### config.mk
export PLATFORM = sky130hd
export DESIGN_NAME = io_port_block
export DESIGN_NICKNAME = d
export VERILOG_FILES = /design/src/rtl/io_port_block.sv
export SDC_FILE = /design/constraint.sdc
export NUM_CORES = 1
export LEC_CHECK = 0
export ABC_AREA = 1
export BUFFER_PORTS_ARGS = -buffer_cell sky130_fd_sc_hd__buf_2
export CELL_PAD_IN_SITES_DETAIL_PLACEMENT = 1
export CELL_PAD_IN_SITES_GLOBAL_PLACEMENT = 1
export CORE_MARGIN = 5
export CORE_UTILIZATION = 38
export CTS_BUF_LIST = sky130_fd_sc_hd__clkbuf_4 sky130_fd_sc_hd__clkbuf_8
export CTS_CLUSTER_DIAMETER = 50
export DETAILED_ROUTE_END_ITERATION = 8
export PLACE_DENSITY = 0.8
export SETUP_SLACK_MARGIN = 0.2
export SLEW_MARGIN = 20
export SYNTH_ARGS = -nofsm -noshare
export SYNTH_HDL_FRONTEND = slang
export SYNTH_SLANG_ARGS = --single-unit
### constraint.sdc
create_clock -name clk -period 1.7 [get_ports clk]
set_input_delay 0.085 -clock clk [delete_from_list [all_inputs] [get_ports clk]]
set_output_delay 0.085 -clock clk [all_outputs]
set_load 0.1 [all_outputs]
### src/rtl/io_port_block.sv
// io_port_block: memory-mapped I/O peripheral at 0x1000 with a TX FIFO,
// a prescaled free-running timer and status/control registers.
//
// Ports:
//   clk, reset        clock, synchronous active-high reset
//   DataAddr          byte address (bits [4:2] select the register)
//   WriteData, WET    store data and write enable from the decoder
//   RDIO              combinational read data of the addressed register
//   tx_data/valid     head-of-FIFO byte and FIFO-not-empty
//   tx_ready          consumer accepts tx_data when tx_valid is high
//   irq               level timer-compare interrupt
//
// Register map (offset from 0x1000):
//   0x00 CTRL     bit0 TEN, bit1 FCLR (write-only), bit2 IRQE
//   0x04 STATUS   [3:0] count, 4 empty, 5 full, 6 OVF, 7 WRAP, 8 MATCH
//                 (bits 6..8 write-1-to-clear)
//   0x08 TXDATA   write pushes WriteData[7:0]
//   0x0C TIMER    write loads the counter and clears the prescaler
//   0x10 COMPARE
//
// Optional build macro IO_IRQ_EN: implements COMPARE, MATCH and IRQE/irq.
// Without it COMPARE and IRQE read 0 and irq is tied low.
module io_port_block #(
   parameter int size       = 32,
   parameter int FIFO_DEPTH = 8,
   parameter int PRESC      = 4
) (
   input  logic            clk,
   input  logic            reset,
   input  logic [size-1:0] DataAddr,
   input  logic [size-1:0] WriteData,
   input  logic            WET,
   output logic [size-1:0] RDIO,
   output logic [7:0]      tx_data,
   output logic            tx_valid,
   input  logic            tx_ready,
   output logic            irq
);

   localparam int AW = (FIFO_DEPTH > 1) ? $clog2(FIFO_DEPTH) : 1;
   localparam int CW = AW + 1;
   localparam int PW = (PRESC > 1) ? $clog2(PRESC) : 1;

   logic [2:0]      off;
   logic            wr_ctrl, wr_stat, wr_tx, wr_tmr;

   logic [7:0]      mem [FIFO_DEPTH];
   logic [AW-1:0]   rptr, wptr;
   logic [CW-1:0]   count;
   logic [3:0]      cnt4;
   logic            full, pop, push_ok, ovf_set, fclr;

   logic            ten;
   logic [PW-1:0]   presc;
   logic [size-1:0] timer, timer_inc;
   logic            tick, inc, wrap_set;

   logic            ovf, wrap, match;
   logic            irqe, match_hit;
   logic [size-1:0] compare;

   assign off     = DataAddr[4:2];
   assign wr_ctrl = WET & (off == 3'd0);
   assign wr_stat = WET & (off == 3'd1);
   assign wr_tx   = WET & (off == 3'd2);
   assign wr_tmr  = WET & (off == 3'd3);

   assign full     = (count == CW'(FIFO_DEPTH));
   assign tx_valid = (count != '0);
   assign tx_data  = mem[rptr];
   assign pop      = tx_valid & tx_ready;
   // A push into a full FIFO is still accepted when a pop frees a slot.
   assign push_ok  = wr_tx & (~full | pop);
   assign ovf_set  = wr_tx & full & ~pop;
   assign fclr     = wr_ctrl & WriteData[1];
   assign cnt4     = 4'(count);

   assign tick      = ten & (presc == PW'(PRESC - 1));
   assign inc       = tick & ~wr_tmr;
   assign timer_inc = timer + size'(1);
   assign wrap_set  = inc & (timer == '1);

   always_ff @(posedge clk) begin
      if (reset) begin
         ten   <= 1'b0;
         rptr  <= '0;
         wptr  <= '0;
         count <= '0;
         presc <= '0;
         timer <= '0;
         ovf   <= 1'b0;
         wrap  <= 1'b0;
         match <= 1'b0;
         for (int i = 0; i < FIFO_DEPTH; i++)
            mem[i] <= '0;
      end else begin
         if (wr_ctrl)
            ten <= WriteData[0];

         // FCLR empties the FIFO regardless of a concurrent pop.
         if (fclr) begin
            rptr  <= '0;
            wptr  <= '0;
            count <= '0;
         end else begin
            if (push_ok) begin
               mem[wptr] <= WriteData[7:0];
               wptr      <= wptr + AW'(1);
            end
            if (pop)
               rptr <= rptr + AW'(1);
            case ({push_ok, pop})
               2'b10:   count <= count + CW'(1);
               2'b01:   count <= count - CW'(1);
               default: count <= count;
            endcase
         end

         // Timer write wins over a same-cycle increment.
         if (wr_tmr) begin
            timer <= WriteData;
            presc <= '0;
         end else if (ten) begin
            if (tick) begin
               presc <= '0;
               timer <= timer_inc;
            end else begin
               presc <= presc + PW'(1);
            end
         end

         // Sticky flags: set beats a same-cycle W1C.
         ovf   <= ovf_set   | (ovf   & ~(wr_stat & WriteData[6]));
         wrap  <= wrap_set  | (wrap  & ~(wr_stat & WriteData[7]));
         match <= match_hit | (match & ~(wr_stat & WriteData[8]));
      end
   end

`ifdef IO_IRQ_EN
   always_ff @(posedge clk) begin
      if (reset) begin
         irqe      <= 1'b0;
         compare   <= '0;
         match_hit <= 1'b0;
      end else begin
         if (wr_ctrl)
            irqe <= WriteData[2];
         if (WET && off == 3'd4)
            compare <= WriteData;
         // Delay by one cycle: MATCH appears the cycle after the timer
         // has taken the compare value.
         match_hit <= inc & (timer_inc == compare);
      end
   end

   assign irq = match & irqe;
`else
   assign irqe      = 1'b0;
   assign compare   = '0;
   assign match_hit = 1'b0;
   assign irq       = 1'b0;
`endif

   always_comb begin
      RDIO = '0;
      case (off)
         3'd0: RDIO[2:0] = {irqe, 1'b0, ten};
         3'd1: RDIO[8:0] = {match, wrap, ovf, full, ~tx_valid, cnt4};
         3'd3: RDIO      = timer;
         3'd4: RDIO      = compare;
         default: RDIO   = '0;
      endcase
   end

   logic unused;
   assign unused = ^{DataAddr[size-1:5], DataAddr[1:0]};

endmodule

==> results of run 1 <==
==> per-stage QoR <==
step           hold slack [ps]  cells
3_5_place_dp               347   1121
2_1_floorplan              237    802
3_3_place_gp               329   1121
5_1_grt                   87.0   1261
6_report                   114   1261
4_1_cts                   11.8   1219
==> power by group <==
group / total [mW] / switching [mW] / internal (mW) / leakage (nW)
Sequential: 3.34 / 0.257 / 3.09 / 1.10
Clock: 3.00 / 1.43 / 1.58 / 0.201
Combinational: 5.61 / 3.51 / 2.10 / 3.09
Total: 12.0 / 5.19 / 6.77 / 4.39
==> cell usage in the layout (no fill, tap or decap), types with 19 or more instances in the layout <==
| cell | instances |
|---|---|
| buf_2 | 38 |
| o21ai_0 | 20 |
| dfxtp_2 | 21 |
| buf_6 | 36 |
| nand2_2 | 27 |
| buf_4 | 72 |
| nor2_4 | 104 |
| xor2_1 | 19 |
| a21oi_1 | 22 |
| nor2_2 | 28 |
| edfxtp_1 | 64 |
| buf_12 | 58 |
| nor2_1 | 70 |
| nand2_1 | 89 |
| dlygate4sd3_1 | 29 |
| inv_1 | 54 |
| o21ai_1 | 26 |
==> state kept, by name (all words and copies together), names as in the netlist, named ones only <==
signal  count
cnt4        4
match       1
mem        64
ovf         1
presc       2
rptr        3
ten         1
timer      32
wptr        3
wrap        1
==> metal layers <==
metal	wire length, um	global-route usage (%)	vias up
li1	-	-	3127
met1	13600	31.5	3862
met2	20000	56.5	636
met3	2920	7.31	298
met4	3950	21.0	0
met5	0	0	-
==> timing repair <==
| action | 4_1_cts | 5_1_grt |
|---|---|---|
| hold buffers | 29 | 0 |
| endpoints found under the hold margin | 29 | 0 |
| pin swaps | 65 | 95 |
| gates resized for setup | 257 | 266 |
| setup endpoints to repair | 178 | 195 |
| cloned | 1 | 3 |
| setup buffers | 36 | 38 |
==> area by class of cell <==
type	count	area, sq um	area share [%]
Clock inverter	14	168	1.46
Antenna cell	1	2.50	0.0217
Tap cell	216	270	2.35
Sequential cell	115	3030	26.3
Clock buffer	18	241	2.10
Timing Repair Buffer	238	2690	23.3
Inverter	87	412	3.58
Multi-Input combinational cell	572	4700	40.8
==> final timing paths <==
check / to / slack, ps / cells after the start
worst max-delay path: timer[29] / -400 / 9
worst min-delay path: timer[3] / 110 / 3
worst max register to register: timer[29] / -400 / 9
worst min register to register: match / 480 / 2
==> logic make-up (layout without fill, tap and decap cells) <==
group,count (synthesis),after routing
adder cells (fa/ha/maj),5,5
XOR/XNOR,24,24
AO/OA/AOI/OAI,140,140
AND/OR/NAND/NOR,402,402
flip-flops,115,115
buffers and inverters,115,357
other,1,2
==> worst reg2reg max path, cell delays in order (launching register included) <==
cell     delay, ps
dfxtp_4        370
buf_4          120
buf_6          140
nand3_4        100
nor2_4         160
nand3_4        120
nor3_4         250
xor2_1         230
a21oi_1        160
nor2_1         330
==> flow_metrics.py, run 1 <==
metrics = {
    "timing": {
        "period_minus_slack_ps": 2100,
        "finalCritPeriodShare_pct": 123,
        "rsz0062_at_grt": "yes",
        "maxSlewViolCount": 0,
        "setup_slack_ps": -396,
        "finalHoldViolations": 0,
        "tightestPinTransition_ps": 873,
        "tns_ps": -8250,
        "maxSlewHeadroom_pct": 41.8,
        "finClkSkew_ps": 18.3,
        "setup-violations-final": 93,
        "max_freq_mhz": 477,
    },
    "worst_setup_path": {
        "criticalPathCategory": "register to register",
        "crit_family": "simple AND/OR/NAND/NOR gates",
        "cp.arrival_ps": 2450,
        "path_buf_inv": 2,
        "crit_start": "timer[1]",
        "crit_required_ps": 2060,
        "critical-path-max-stage-delay_ps": 370,
        "critPathMostFrequentCell": "nand3_4",
        "crit_fanout": 3,
        "r2r_start": "timer[1]",
        "path_cells": "buf_4 > buf_6 > nand3_4 > nor2_4 > nand3_4 > nor3_4 > xor2_1 > a21oi_1 > nor2_1",
        "cpMaxStageDelayCell": "dfxtp_4",
        "cp-start-kind": "register",
        "cp-end-kind": "register",
    },
    "detailed_routing": {
        "drt_iter0_markers": 884,
        "viasPerCell": 6.28,
        "drc": 0,
        "routedWlPerCell_um": 32.1,
        "vias": 7923,
        "wl_mm": 40.4,
        "drtPass1Iterations": 5,
        "drtAntennaViolNets": 0,
    },
    "global_routing": {
        "grt_usage_pct": 31.1,
        "grt_pass1_wl_mm": 46.2,
        "grt_pass1_vias": 7950,
        "antenna_found_initial": 1,
        "grt_start_max_net_pins": 25,
        "grt-ovfl-total": 0,
    },
    "die": {
        "std_cell_rows": 46,
        "die_y_um": 138,
        "core_sq_um": 16000,
        "start_util_pct": 38.9,
        "ioPinCount": 110,
        "die_w_um": 138,
        "die_area_sq_um": 19100,
    },
    "yosys": {
        "yosysMostFrequentCell": "nor2_1",
        "synth-compound-area-share_pct": 12.4,
        "syn_area_per_cell_sq_um": 7.77,
        "ys.flop_type": "edfxtp_1",
        "synth_seq_cells": 115,
        "synth.top_cell.area_share_pct": 30.8,
        "synth-edff-count": 64,
        "synthXorXnorAreaFrac_pct": 3.37,
        "synth_area_sq_um": 6230,
        "syn-num-nets": 875,
        "synthArstFlopShare_pct": 0,
        "syn_inst": 802,
        "synth_top_area_cell": "edfxtp_1",
        "synth_fa_ha_area_share_pct": 1.00,
        "yosys-mux-area-fraction_pct": 0,
        "yosys_warnings": 0,
        "yosysUniqueCellTypes": 40,
        "yosys-top-cells-count": "nor2_1, nand2_1, inv_1",
        "synth-simple-area-share_pct": 28.7,
        "synth_top_family_by_area": "simple AND/OR/NAND/NOR gates",
        "yosys-top-cells-area": "edfxtp_1, dfxtp_1, nor2_1, nand2_1, o21ai_0",
        "ys_seq_area_share_pct": 47.2,
    },
    "power_and_ir_drop": {
        "power.density_nw_per_um2": 1040,
        "total_power_mw": 12.0,
        "leakage_nw": 4.39,
        "peakVddDrop_uv": 1110,
    },
    "cts": {
        "cts_tree": "built",
        "cts_buffers": 17,
        "cts_root_buf": "clkbuf_8",
        "clkSlewWorstSetupHoldPaths_ps": 90,
        "clk-insertion-delay-late_ps": 480,
        "h-tree-depth": 4,
        "cts.sinks": 115,
        "clockBufferDepth": 2,
    },
    "min_path": {
        "hp-class": "input port to register",
        "worstHoldStart": "WriteData[3]",
    },
    "placement": {
        "place.gp.congestion": 0.882,
        "hpwl_mm": 15.5,
        "placed_area_sq_um": 8250,
        "place_ws_ps": -32.4,
        "portBuffers": 79,
    },
    "final_layout": {
        "postLayoutCoreUtil_pct": 72.0,
        "syn_to_final_growth_pct": 84.8,
        "final_area_sq_um": 11500,
        "nets": 1104,
        "final.fill_count": 1667,
        "layout-drive-gt1-share_pct": 55.7,
    },
    "flow_run": {
        "cap_violations": 0,
    },
    "run_status": {
        "status": "complete, but fails checks",
        "violations": "negative setup slack",
    },
}
No activity file was read; power rests on OpenSTA's default activity.
==> run 2: changes to the inputs <==
Settings changed: CORE_UTILIZATION 38 to 42, PLACE_DENSITY 0.8 to 0.84.
Clock period 1.7 ns to 2.1 ns, I/O delays scaled along.
==> run 2 against run 1 <==
  * The run now ends clean
  * Power decreased by 34%
  * Global-route usage is 4.5 points lower
  * Wire length is 41% lower
  * Largest cell class unchanged
  * Largest power group unchanged
==> flow_metrics.py, run 2 (synthesis results as in run 1) <==
metrics = {
    "timing": {
        "finalCritPeriodShare_pct": 94.7,
        "finClkSkew_ps": 12.5,
        "finalHoldViolations": 0,
        "tns_ps": 0,
        "hold_ws_ps": 9.11,
        "maxSlewHeadroom_pct": 44.1,
        "max_freq_mhz": 503,
        "setup_slack_ps": 112,
        "period_minus_slack_ps": 1990,
        "rsz0062_at_grt": "yes",
        "setup-violations-final": 0,
        "tightestPinTransition_ps": 838,
        "maxSlewViolCount": 0,
    },
    "worst_setup_path": {
        "worstRegToRegCells": 10,
        "criticalPathCategory": "register to output pin",
        "worstReg2RegEnd": "wrap",
        "cp-end-kind": "output pin",
        "r2r_start": "timer[0]",
        "cp-start-kind": "register",
        "crit_fanout": 16,
        "r2r_slack_ps": 240,
        "crit_required_ps": 2000,
        "cp.arrival_ps": 1880,
    },
    "run_status": {
        "status": "complete, no violations",
    },
    "global_routing": {
        "grt_pass1_wl_mm": 36.6,
        "grt-ovfl-total": 0,
        "grt_start_max_net_pins": 22,
        "grt_usage_pct": 26.6,
        "grt_pass1_vias": 6881,
        "antenna_found_initial": 0,
    },
    "min_path": {
        "hold_path_end": "timer[29]",
        "hp-class": "input port to register",
        "worstHoldStart": "WriteData[29]",
        "hold_depth": 5,
    },
    "die": {
        "die_area_sq_um": 17400,
        "die_w_um": 132,
        "core_sq_um": 14500,
        "std_cell_rows": 44,
        "start_util_pct": 42.9,
        "die_y_um": 132,
        "ioPinCount": 110,
    },
    "flow_run": {
        "cap_violations": 0,
    },
    "final_layout": {
        "nets": 1018,
        "syn_to_final_growth_pct": 39.7,
        "layout_common_cells": "nor2_1, nand2_1, inv_1",
        "largest-register": "mem",
        "final.fill_count": 1709,
        "largest_reg_flops": 64,
        "layout_commonest_cell": "nor2_1",
        "layout-drive-gt1-share_pct": 28.0,
        "diodes": 0,
    },
    "cts": {
        "h-tree-depth": 4,
        "cts_root_buf": "clkbuf_8",
        "cts_tree": "built",
        "clockBufferDepth": 2,
        "cts_buffers": 17,
        "clk-insertion-delay-late_ps": 450,
        "clkSlewWorstSetupHoldPaths_ps": 70,
        "cts.sinks": 115,
    },
    "detailed_routing": {
        "routedWlPerCell_um": 20.8,
        "drt_iter0_markers": 437,
        "drc": 0,
        "drtPass1Iterations": 5,
        "drtAntennaViolNets": 0,
        "vias": 6375,
        "viasPerCell": 5.58,
        "wl_mm": 23.8,
    },
    "placement": {
        "portBuffers": 79,
        "place.gp.congestion": 0.848,
        "place_ws_ps": 144,
        "hpwl_mm": 14.8,
    },
    "power_and_ir_drop": {
        "total_power_mw": 7.94,
        "leakage_nw": 3.45,
        "peakVddDrop_uv": 667,
        "power.density_nw_per_um2": 913,
    },
}
## run 2: cell types whose count changed in the layout (fill, tap and decap cells not counted), moves of 15 or more
cell     previous run  this run
buf_6              36         3
inv_1              54        73
dfxtp_2            21         4
nand2_4            18         2
buf_12             58        43
buf_4              72        39
nor2_4            104         7
nand2_1            89       129
nor2_1             70       161
dfxtp_1            13        44
## run 2: worst max-delay path: stages, from the launching register on
cell	delay, ps
dfxtp_4	390
clkinvlp_4	170
buf_4	250
o21ai_1	270
a31oi_2	160
buf_12	190
## run 2: worst max path at each step
stage / slack (ps) / to
final: 110 / tx_data[5]
after global routing: 40 / tx_data[7]
after CTS: 120 / tx_data[0]
after detailed placement: 140 / mem[2][1]
after global placement: 250 / mem[2][2]
after floorplan: -70 / RDIO[1]
## run 2: cell type report
cell class | count | area, sq um | share of cell area [%]
well taps | 184 | 230 | 2.65
clock buffers | 23 | 279 | 3.21
multi-input cells | 572 | 3120 | 35.9
repair buffers | 152 | 1680 | 19.3
clock inverters | 9 | 90.1 | 1.04
flip-flops and latches | 115 | 2960 | 34.0
inverters | 87 | 338 | 3.88
## run 2: timing repair
item                                    in CTS  in global routing
pin swaps                                   14                  9
resized for setup                           52                 31
hold endpoints to repair                    24                  0
hold buffers                                23                  0
endpoints found under the setup margin      52                115
setup buffers                               14                  7
cloned                                       2                  0
## run 2: routing by layer
metal,global-route usage [%],vias to the layer above,wire length [um]
met5,0,-,0
met4,14.7,0,1200
met3,4.66,79,1060
met2,49.0,215,12800
met1,28.7,3144,8760
li1,-,2937,-
## run 2: report_power, final
group	leakage (nW)	internal (mW)	switching (mW)	total (mW)
logic	2.17	1.20	2.10	3.30
registers	1.08	2.49	0.118	2.61
clock network	0.196	1.11	0.921	2.03
## run 2: stage by stage
step	utilization, %	instance area [sq um]	instances
4_1_cts	58.9	8560	1135
3_3_place_gp	52.5	7640	1064
6_report	59.9	8700	1142
2_1_floorplan	-	6380	802
3_5_place_dp	52.5	7640	1064
5_1_grt	59.9	8700	1142
